**src/rtl/uart_pkt_pkg.sv**
```systemverilog
// Shared definitions for the multi-byte UART packet transmitter:
// frame constants, CRC8 helper and the packet FSM state encoding.
package uart_pkt_pkg;

    localparam logic [7:0] PKT_HEADER = 8'h55;
    localparam logic [7:0] CRC8_POLY  = 8'h07;

    typedef enum logic [2:0] {
        ST_IDLE,
        ST_START,
        ST_DATA,
        ST_STOP,
        ST_LOAD,
        ST_DONE
    } tx_state_e;

    // One byte of CRC8 (poly 0x07, MSB first, non-reflected).
    function automatic logic [7:0] crc8_byte(input logic [7:0] crc, input logic [7:0] data);
        logic [7:0] c;
        c = crc ^ data;
        for (int i = 0; i < 8; i++) begin
            c = c[7] ? ({c[6:0], 1'b0} ^ CRC8_POLY) : {c[6:0], 1'b0};
        end
        return c;
    endfunction

endpackage

```
**src/rtl/uart_byte_tx.sv**
```systemverilog
// 8N1 serializer: start bit, eight data bits LSB first, stop bit, each BPS_CNT cycles.
// A new byte may be accepted in the last stop-bit cycle, giving gapless characters.
module uart_byte_tx #(
    parameter int BPS_CNT = 434
) (
    input  logic       clk,
    input  logic       rst,
    input  logic       byte_start,
    input  logic [7:0] byte_data,
    output logic       byte_ready,
    output logic       bit_end,
    output logic       txd
);

    localparam int CNT_W = (BPS_CNT > 1) ? $clog2(BPS_CNT) : 1;
    localparam logic [CNT_W-1:0] CNT_LAST = CNT_W'(BPS_CNT - 1);

    logic             r_active;
    logic [CNT_W-1:0] r_baudCnt;
    logic [3:0]       r_bitCnt;
    logic [8:0]       r_shift;
    logic             r_txd;
    logic             w_bitEnd;

    assign w_bitEnd   = r_active && (r_baudCnt == CNT_LAST);
    assign byte_ready = !r_active || (w_bitEnd && (r_bitCnt == 4'd9));
    assign bit_end    = w_bitEnd;
    assign txd        = r_txd;

    // The shift register holds the remaining data bits with the stop bit on top.
    always_ff @(posedge clk) begin
        if (rst) begin
            r_active  <= 1'b0;
            r_baudCnt <= '0;
            r_bitCnt  <= 4'd0;
            r_shift   <= '1;
            r_txd     <= 1'b1;
        end else if (byte_start && byte_ready) begin
            r_active  <= 1'b1;
            r_baudCnt <= '0;
            r_bitCnt  <= 4'd0;
            r_shift   <= {1'b1, byte_data};
            r_txd     <= 1'b0;
        end else if (r_active) begin
            if (w_bitEnd) begin
                r_baudCnt <= '0;
                if (r_bitCnt == 4'd9) begin
                    r_active <= 1'b0;
                end else begin
                    r_bitCnt <= r_bitCnt + 4'd1;
                    r_txd    <= r_shift[0];
                    r_shift  <= {1'b1, r_shift[8:1]};
                end
            end else begin
                r_baudCnt <= r_baudCnt + 1'b1;
            end
        end
    end

endmodule

```
**src/rtl/uart_mult_byte_tx.sv**
```systemverilog
// Packet transmitter: frames header, length, payload and CRC8 as back-to-back 8N1 characters.
// The FSM owns byte selection, the CRC and the length clamp; uart_byte_tx does the bit timing.
module uart_mult_byte_tx
    import uart_pkt_pkg::*;
#(
    parameter int CLK_FREQ  = 50000000,
    parameter int UART_BPS  = 115200,
    parameter int MAX_BYTES = 11
) (
    input  logic                   sys_clk,
    input  logic                   sys_rst,
    input  logic                   tx_start,
    input  logic [3:0]             tx_len,
    input  logic [8*MAX_BYTES-1:0] tx_payload,
    output logic                   uart_txd,
    output logic                   tx_busy,
    output logic                   tx_done,
    output logic [4:0]             byte_idx
);

    localparam int         BPS_CNT = CLK_FREQ / UART_BPS;
    localparam logic [3:0] MAX_LEN = 4'(MAX_BYTES);

    tx_state_e              r_state;
    logic [8*MAX_BYTES-1:0] r_payload;
    logic [3:0]             r_lenEff;
    logic [7:0]             r_crc;
    logic [4:0]             r_byteIdx;
    logic [2:0]             r_bitCnt;
    logic                   r_busy;
    logic                   r_done;

    logic       w_accept;
    logic       w_byteStart;
    logic [7:0] w_byteData;
    logic       w_byteReady;
    logic       w_bitEnd;
    logic       w_moreBytes;
    logic [3:0] w_lenClamp;
    logic [4:0] w_nextIdx;
    logic [4:0] w_crcIdx;
    logic [4:0] w_payOff;
    logic [7:0] w_nextByte;

    assign w_lenClamp  = (tx_len > MAX_LEN) ? MAX_LEN : tx_len;
    assign w_crcIdx    = {1'b0, r_lenEff} + 5'd2;
    assign w_nextIdx   = r_byteIdx + 5'd1;
    assign w_payOff    = w_nextIdx - 5'd2;
    assign w_moreBytes = (r_byteIdx != w_crcIdx);
    assign w_accept    = ((r_state == ST_IDLE) || (r_state == ST_DONE)) && tx_start;
    assign w_byteStart = w_accept || ((r_state == ST_LOAD) && w_byteReady);
    assign w_byteData  = w_accept ? PKT_HEADER : w_nextByte;

    always_comb begin
        w_nextByte = r_payload[8*w_payOff +: 8];
        if (w_nextIdx == 5'd1) begin
            w_nextByte = {4'h0, r_lenEff};
        end else if (w_nextIdx == w_crcIdx) begin
            w_nextByte = r_crc;
        end
    end

    // STOP hands over to LOAD early in the stop bit; LOAD then fires in its last cycle.
    always_ff @(posedge sys_clk) begin
        if (sys_rst) begin
            r_state   <= ST_IDLE;
            r_payload <= '0;
            r_lenEff  <= 4'd0;
            r_crc     <= 8'h00;
            r_byteIdx <= 5'd0;
            r_bitCnt  <= 3'd0;
            r_busy    <= 1'b0;
            r_done    <= 1'b0;
        end else begin
            r_done <= 1'b0;
            case (r_state)
                ST_IDLE, ST_DONE: begin
                    if (tx_start) begin
                        r_payload <= tx_payload;
                        r_lenEff  <= w_lenClamp;
                        r_crc     <= 8'h00;
                        r_byteIdx <= 5'd0;
                        r_busy    <= 1'b1;
                        r_state   <= ST_START;
                    end else begin
                        r_state <= ST_IDLE;
                    end
                end
                ST_START: begin
                    if (w_bitEnd) begin
                        r_bitCnt <= 3'd0;
                        r_state  <= ST_DATA;
                    end
                end
                ST_DATA: begin
                    if (w_bitEnd) begin
                        if (r_bitCnt == 3'd7) begin
                            r_state <= ST_STOP;
                        end else begin
                            r_bitCnt <= r_bitCnt + 3'd1;
                        end
                    end
                end
                ST_STOP: begin
                    if (w_moreBytes) begin
                        r_state <= ST_LOAD;
                    end else if (w_byteReady) begin
                        r_busy  <= 1'b0;
                        r_done  <= 1'b1;
                        r_state <= ST_DONE;
                    end
                end
                ST_LOAD: begin
                    if (w_byteReady) begin
                        r_byteIdx <= w_nextIdx;
                        if (w_nextIdx != w_crcIdx) begin
                            r_crc <= crc8_byte(r_crc, w_nextByte);
                        end
                        r_state <= ST_START;
                    end
                end
                default: r_state <= ST_IDLE;
            endcase
        end
    end

    assign tx_busy  = r_busy;
    assign tx_done  = r_done;
    assign byte_idx = r_byteIdx;

    uart_byte_tx #(
        .BPS_CNT(BPS_CNT)
    ) u_byteTx (
        .clk       (sys_clk),
        .rst       (sys_rst),
        .byte_start(w_byteStart),
        .byte_data (w_byteData),
        .byte_ready(w_byteReady),
        .bit_end   (w_bitEnd),
        .txd       (uart_txd)
    );

endmodule

```
**config.mk**
```make
export PLATFORM = sky130hd
export DESIGN_NAME = uart_mult_byte_tx
export DESIGN_NICKNAME = d
export VERILOG_FILES = /design/src/rtl/uart_pkt_pkg.sv /design/src/rtl/uart_byte_tx.sv /design/src/rtl/uart_mult_byte_tx.sv
export SDC_FILE = /design/constraint.sdc
export NUM_CORES = 1
export LEC_CHECK = 0
export ABC_AREA = 1
export CAP_MARGIN = 0
export CORE_MARGIN = 5
export CORE_UTILIZATION = 40
export CTS_CLUSTER_DIAMETER = 80
export CTS_CLUSTER_SIZE = 14
export DETAILED_ROUTE_END_ITERATION = 10
export PLACE_DENSITY = 0.64
export SYNTH_ARGS = -nofsm -noshare
export SYNTH_HDL_FRONTEND = slang
export SYNTH_SLANG_ARGS = --single-unit
```
**constraint.sdc**
```tcl
create_clock -name sys_clk -period 4.35 [get_ports sys_clk]
set_input_delay 0.6525 -clock sys_clk [delete_from_list [all_inputs] [get_ports sys_clk]]
set_output_delay 0.6525 -clock sys_clk [all_outputs]
set_load 0.01 [all_outputs]
```
# Word level (Yosys, flattened, before mapping)
# Index checks and enable logic that the tools add are counted.
[totals] out_inout_bits=8 input_bits=95 regBits=136
[classes] muxes=49 bitwise_logic=11 eq_ne=23 addsub=6 order_cmp=1 n_reduce_logical=26 shift=1
[op_table] op="indexed part select 88 x 9 -> 8 bit" n=1
[op_table] op="two-way mux 8 bit" n=10
[op_table] op="two-way mux 3 bit" n=17
[op_table] op="NOT 3 bit" n=8
[op_table] op="case mux 8 bit (2 select lines)" n=1
[op_table] op="case mux 3 bit (5 select lines)" n=1
[op_table] op="two-way mux 1 bit" n=13
[op_table] op="AND reduction 4 bit" n=3
[op_table] op="two-way mux 5 bit" n=2
[op_table] op="inequality test 2 x 1 -> 1 bit, second input constant" n=5
[op_table] op="inequality test 2 bit, second input constant" n=5
[op_table] op="inequality test 5 bit" n=2
[op_table] op="case mux 5 bit (2 select lines)" n=1
[op_table] op="nonzero test 2 bit" n=5
[op_table] op="adder 9 x 1 -> 9 bit, second input constant" n=1
[op_table] op="== test 3 bit, second input constant" n=3
[op_table] op="== test 9 bit, second input constant" n=1
[op_table] op="two-way mux 9 bit" n=1
[op_table] op="AND reduction 3 bit" n=3
[op_table] op="XOR 8 bit" n=1
[op_table] op="== test 3 x 2 -> 1 bit, second input constant" n=2
[op_table] op="case mux 3 bit (2 select lines)" n=1
[op_table] op="adder 4 x 2 -> 5 bit, second input constant" n=1
[op_table] op="adder 5 x 1 -> 5 bit, second input constant" n=1
[op_table] op="20 further kinds" n=28

# Depth between registers and ports, before layout
[logic_depth] word_depth=25 ltp_mapped=30

# By module
# From an unflattened synthesis, not the netlist that was laid out.
[unflattened] hier_cells=1109 hier_area_um2=7150.6
[by_module_without_submodules] mod="uart_mult_byte_tx" area_each_um2=5962.0 seq_area_each_um2=2262.2 instances=1 cells_per_inst=939
[by_module_without_submodules] mod="uart_byte_tx" area_each_um2=1188.6 seq_area_each_um2=460.4 instances=1 cells_per_inst=170

# Worst setup path after synthesis
# No wires, ideal clock.
[synth_path] kind="reg-to-reg" start="reg r_byteIdx[0] (netlist: byte_idx[0])" end="reg r_crc[5]" arrival_ps=3230 setup_slack_ps=987 required_ps=4218 period_less_slack_ps=3363 path_buffers=7 stages_incl_launch_ff=25 setup_ps=132 cell_sequence="dfxtp_1 buf_6 inv_4 buf_6 buf_6 ha_1 buf_4 inv_2 buf_2 ha_1 clkbuf_1 clkbuf_1 nand2_1 nand2_1 nand2_1 nand2_1 nor2_1 o21ai_0 nand2_1 nand2_1 inv_1 nand2_1 nand3_1 nand3_1 a21oi_1"
[synth_via] elab_chain_cells=14 elab_cells_between_ends=19
[synth_rtl] item="from (decl)" line="uart_mult_byte_tx.sv:28" text="logic [4:0] r_byteIdx;"
[synth_rtl] item="from (signal assigned)" line="uart_mult_byte_tx.sv:115" text="r_byteIdx <= w_nextIdx;"
[synth_rtl] item="adder 5 x 1 -> 5 bit (*)" line="uart_mult_byte_tx.sv:47" text="assign w_nextIdx = r_byteIdx + 5'd1;"
[synth_rtl] item="subtractor 5 x 2 -> 5 bit" line="uart_mult_byte_tx.sv:48" text="assign w_payOff = w_nextIdx - 5'd2;"
[synth_rtl] item="indexed part select 88 x 9 -> 8 bit" line="uart_mult_byte_tx.sv:55" text="w_nextByte = r_payload[8*w_payOff +: 8];"
[synth_rtl] item="two-way mux 8 bit" line="uart_mult_byte_tx.sv:58" text="end else if (w_nextIdx == w_crcIdx) begin"
[synth_rtl] item="two-way mux 8 bit" line="uart_mult_byte_tx.sv:56" text="if (w_nextIdx == 5'd1) begin"
[synth_rtl] item="XOR 8 bit" line="uart_pkt_pkg.sv:20" text="c = crc ^ data;"
[synth_rtl] item="two-way mux 3 bit" line="uart_pkt_pkg.sv:22" text="c = c[7] ? ({c[6:0], 1'b0} ^ CRC8_POLY) : {c[6:0], 1'b0};"
[synth_rtl] item="NOT 3 bit (no line)"
[synth_rtl] item="two-way mux 3 bit" line="uart_pkt_pkg.sv:22"
[synth_rtl] item="NOT 3 bit (no line)"
[synth_rtl] item="two-way mux 3 bit" line="uart_pkt_pkg.sv:22"
[synth_rtl] item="two-way mux 8 bit" line="uart_mult_byte_tx.sv:116" text="if (w_nextIdx != w_crcIdx) begin"
[synth_rtl] item="two-way mux 8 bit" line="uart_mult_byte_tx.sv:114" text="if (w_byteReady) begin"
[synth_rtl] item="case mux 8 bit (2 select lines)" line="uart_mult_byte_tx.sv:76" text="case (r_state)"
[synth_rtl] item="to (signal assigned)" line="uart_mult_byte_tx.sv:117" text="r_crc <= crc8_byte(r_crc, w_nextByte);"
[synth_rtl] item="to (decl)" line="uart_mult_byte_tx.sv:27" text="logic [7:0] r_crc;"
# Mark *: on every way between the ends. The rest lies on a longest branch, timed or not. The select of a mux whose other input is x is not followed.
# A chain may end at the register's enable or synchronous reset.

# Worst setup path after layout
[layout_path] start="reg r_byteIdx[1] (netlist: byte_idx[1])" end="reg r_crc[2]"
[layout_via] elab_chain_cells=14 elab_cells_between_ends=23
[layout_rtl] item="adder 5 x 1 -> 5 bit (*)" line="uart_mult_byte_tx.sv:47"
[layout_rtl] item="subtractor 5 x 2 -> 5 bit" line="uart_mult_byte_tx.sv:48"
[layout_rtl] item="indexed part select 88 x 9 -> 8 bit" line="uart_mult_byte_tx.sv:55"
[layout_rtl] item="two-way mux 8 bit" line="uart_mult_byte_tx.sv:58"
[layout_rtl] item="two-way mux 8 bit" line="uart_mult_byte_tx.sv:56"
[layout_rtl] item="XOR 8 bit" line="uart_pkt_pkg.sv:20"
[layout_rtl] item="two-way mux 3 bit or NOT 3 bit (tied branches)"
[layout_rtl] item="NOT 3 bit (no line) or two-way mux 3 bit (tied branches)"
[layout_rtl] item="two-way mux 3 bit or NOT 3 bit (tied branches)"
[layout_rtl] item="NOT 3 bit (no line) or two-way mux 3 bit (tied branches)"
[layout_rtl] item="two-way mux 3 bit" line="uart_pkt_pkg.sv:22"
[layout_rtl] item="two-way mux 8 bit" line="uart_mult_byte_tx.sv:116"
[layout_rtl] item="two-way mux 8 bit" line="uart_mult_byte_tx.sv:114"
[layout_rtl] item="case mux 8 bit (2 select lines)" line="uart_mult_byte_tx.sv:76"
# Marks and branches as above.

==> impl_metrics.json <==
{
  "status": "finished, final reports clean",
  "n_antenna_cell": 0,
  "core_sq_um": 17300,
  "drt_iter0_drc": 449,
  "rsz0062_at_grt": "false",
  "cts_sinks": 136,
  "ioPinCount": 103,
  "finalHoldViolations": 0,
  "slew_headroom_pct": 40.0,
  "cap_violations": 0,
  "yosysUniqueCellTypes": 44,
  "cp-end-kind": "flip-flop",
  "layout.nets": 1229,
  "syn_area_sq_um": 7040,
  "top_layer_used": "met4",
  "avgRoutedWirePerCell_um": 13.8,
  "worst_slew_pin_slew_ns": 0.899,
  "arrival_ns": 3.80,
  "root_buffer": "clkbuf_16",
  "viasPerCell": 4.98,
  "power.leakage_nw": 3.57,
  "detail-route-antenna-nets": 0,
  "wl_met3_um": 895,
  "wl_met2_mm": 8.25,
  "grt_pass1_wl_mm": 31.3,
  "final_cell_mix": "222 x nand2_1, 196 x nor2_1, 135 x dfxtp_1",
  "gp_congestion": 0.915,
  "critPathSlowestCell": "ha_1",
  "r2r_end": "r_crc[2]$_SDFFE_PP0P_",
  "cts_repair_resize_count": 0,
  "cpMostUsedCell": "nand2_1",
  "die_x_um": 143,
  "hold_buffers": 0,
  "power_density_nw_per_um2": 512,
  "slowest_delay_ns": 0.67,
  "start_kind": "flip-flop",
  "grt_antenna_before_repair": 0,
  "r2r_setup_slack_ns": 0.86,
  "fp-row-count": 48,
  "holdPathStages": 2,
  "final_util_pct": 50.5,
  "numCtsBuffers": 17,
  "grt.overflow.total": 0,
  "tns_ns": 0,
  "num_vias": 6780,
  "start_util_pct": 40.7,
  "clk_latency_ns": 0.42,
  "fp.dieH_um": 143,
  "drv_slew": 0,
  "reg2reg_depth": 23,
  "clockBufferDepth": 2,
  "r2r_start": "byte_idx[1]$_SDFFE_PP0P_",
  "layout_commonest_cell": "nand2_1",
  "drive_gt1_share_pct": 8.18,
  "ys_ff_latch": 136,
  "hpwl_mm": 13.3,
  "syn_nets": 1155,
  "synth_cells": 1050,
  "cts.htree.levels": 4,
  "max_freq_ghz": 0.287,
  "worst_ir_drop_vdd_uv": 284,
  "min_period_ns": 3.49,
  "portBuffers": 102,
  "final.setup_skew_ns": 0.0107,
  "dieArea_sq_um": 20400,
  "setup_viol": 0,
  "layout-area-overhead-vs-synth_pct": 24.1,
  "worstPathRequired_ns": 4.66,
  "min_from": "r_payload[12]$_SDFFE_PP0P_",
  "grt_pass1_vias": 6340,
  "critPathMaxFanout": 28,
  "fin_crit_sh_pct": 80.2,
  "path_cells": "inv_1 > ha_1 > inv_2 > ha_1 > inv_1 > nand2_1 > nand2_1 > nand2_1 > nand3_1 > nand2_1 > nand2_1 > nand2_1 > nand2_2 > inv_2 > nand3_2 > nand2_2 > nand2_2 > nand2_2 > inv_1 > nand2_1 > nand3_1 > nand2_1 > inv_1",
  "crit_type": "reg2reg",
  "cts_tree": "built",
  "cts_setup_buffers": 0,
  "wl_mm": 18.7,
  "drt_first_pass_iters": 5,
  "drc": 0,
  "syn_avg_cell_area_sq_um": 6.71,
  "hold_path_end": "r_payload[12]$_SDFFE_PP0P_",
  "hp-class": "reg2reg",
  "yosysWarningCount": 0,
  "ys_seq_area_share_pct": 38.7,
  "path_clk_slew_ns": 0.06,
  "grt_max_degree": 102,
  "wl_met1_mm": 9.29,
  "gr-usage-all-layers_pct": 19.0
}
state kept, by name, indices dropped and copies added (netlist names):
signal and cells:
u_byteTx.r_baudCnt 9, r_bitCnt 3, r_state 3, r_payload 88, byte_idx 5, u_byteTx.r_shift 8, tx_busy 1, tx_done 1
u_byteTx.r_bitCnt 4, u_byteTx.txd 1, u_byteTx.r_active 1, r_lenEff 4, r_crc 8
worst max-delay path, delay by kind of cell (launching register included):
kind,cells,cell delay (ns)
fa+ha+maj,2,1.11
buf+inv,6,0.73
flops,1,0.48
simple gates,15,1.07
area by class of cell:
type | instances | area (sq um)
tap | 225 | 282
clock inverter | 12 | 165
timing repair buffer | 109 | 1090
clock buffer | 20 | 457
multi-input combinational | 783 | 3740
inverter | 77 | 294
sequential | 136 | 2720
fill | 1766 | 8550
per-layer routing:
layer,vias to the layer above,track usage [%]
met4,0,6.00
met3,22,3.48
met2,158,29.3
met1,3042,26.9
li1,3558,-
met5,-,0
Yosys cell counts, drive strengths merged:
master	n	area, sq um
a32oi	1	8.76
or2	4	27.5
o21ai	129	646
a21oi	62	314
nor2	203	822
clkbuf	35	131
xor2	8	85.1
buf	19	163
nand2	243	972
inv	76	290
clkinv	1	3.75
xnor2	3	26.3
nand4	10	62.6
nand3	81	425
nor3	7	46.3
dfxtp	136	2720
a21o	1	7.51
nand3b	1	11.3
o221ai	1	8.76
o21bai	1	7.51
o31ai	1	7.51
nor3b	4	30.0
o211a	1	10.0
a211oi	2	15.0
o211ai	6	45.0
ha	10	125
o2111ai	2	17.5
nor4	2	12.5
cells by family (layout without fill, tap and decap cells):
| group | Yosys count | after routing | share of synthesized area [%] |
|---|---|---|---|
| simple gates | 555 | 555 | 34.2 |
| compound gates | 207 | 207 | 15.4 |
| flops | 136 | 136 | 38.7 |
| buf+inv | 131 | 218 | 8.35 |
| xor+xnor | 11 | 11 | 1.58 |
| fa+ha+maj | 10 | 10 | 1.78 |
power by group:
part / total, W / switching, W / internal, W
registers: 0.00169 / 0.000156 / 0.00154
clock network: 0.00151 / 0.000572 / 0.000943
logic: 0.00126 / 0.000802 / 0.000463
total: 0.00447 / 0.00153 / 0.00294
stage by stage:
stage / worst slack (ns) / instance area (sq um) / hold WS, ns / cells / total power (W)
floorplan: 0.987 / 7040 / 0.424 / 1050 / 0.00262
CTS: 0.877 / 8740 / 0.446 / 1362 / 0.00453
global route: 0.382 / 8740 / 0.471 / 1362 / 0.00479
detailed placement: 0.903 / 8120 / 0.437 / 1330 / 0.00299
finish: 0.860 / 8740 / 0.446 / 1362 / 0.00447
global placement: 1.00 / 8120 / 0.433 / 1330 / 0.00297
worst max path at each step:
stage | start | end | slack (ns) | cells after the start
after floorplan | byte_idx[0]$_SDFFE_PP0P_ | r_crc[5]$_SDFFE_PP0P_ | 0.99 | 24
after global placement | byte_idx[1]$_SDFFE_PP0P_ | r_crc[2]$_SDFFE_PP0P_ | 1.00 | 23
after detailed placement | byte_idx[1]$_SDFFE_PP0P_ | r_crc[2]$_SDFFE_PP0P_ | 0.90 | 23
after CTS | byte_idx[1]$_SDFFE_PP0P_ | r_crc[2]$_SDFFE_PP0P_ | 0.88 | 23
after global routing | byte_idx[1]$_SDFFE_PP0P_ | r_crc[5]$_SDFFE_PP0P_ | 0.38 | 18
final | byte_idx[1]$_SDFFE_PP0P_ | r_crc[2]$_SDFFE_PP0P_ | 0.86 | 23
Power figures use the tool's default switching activity.
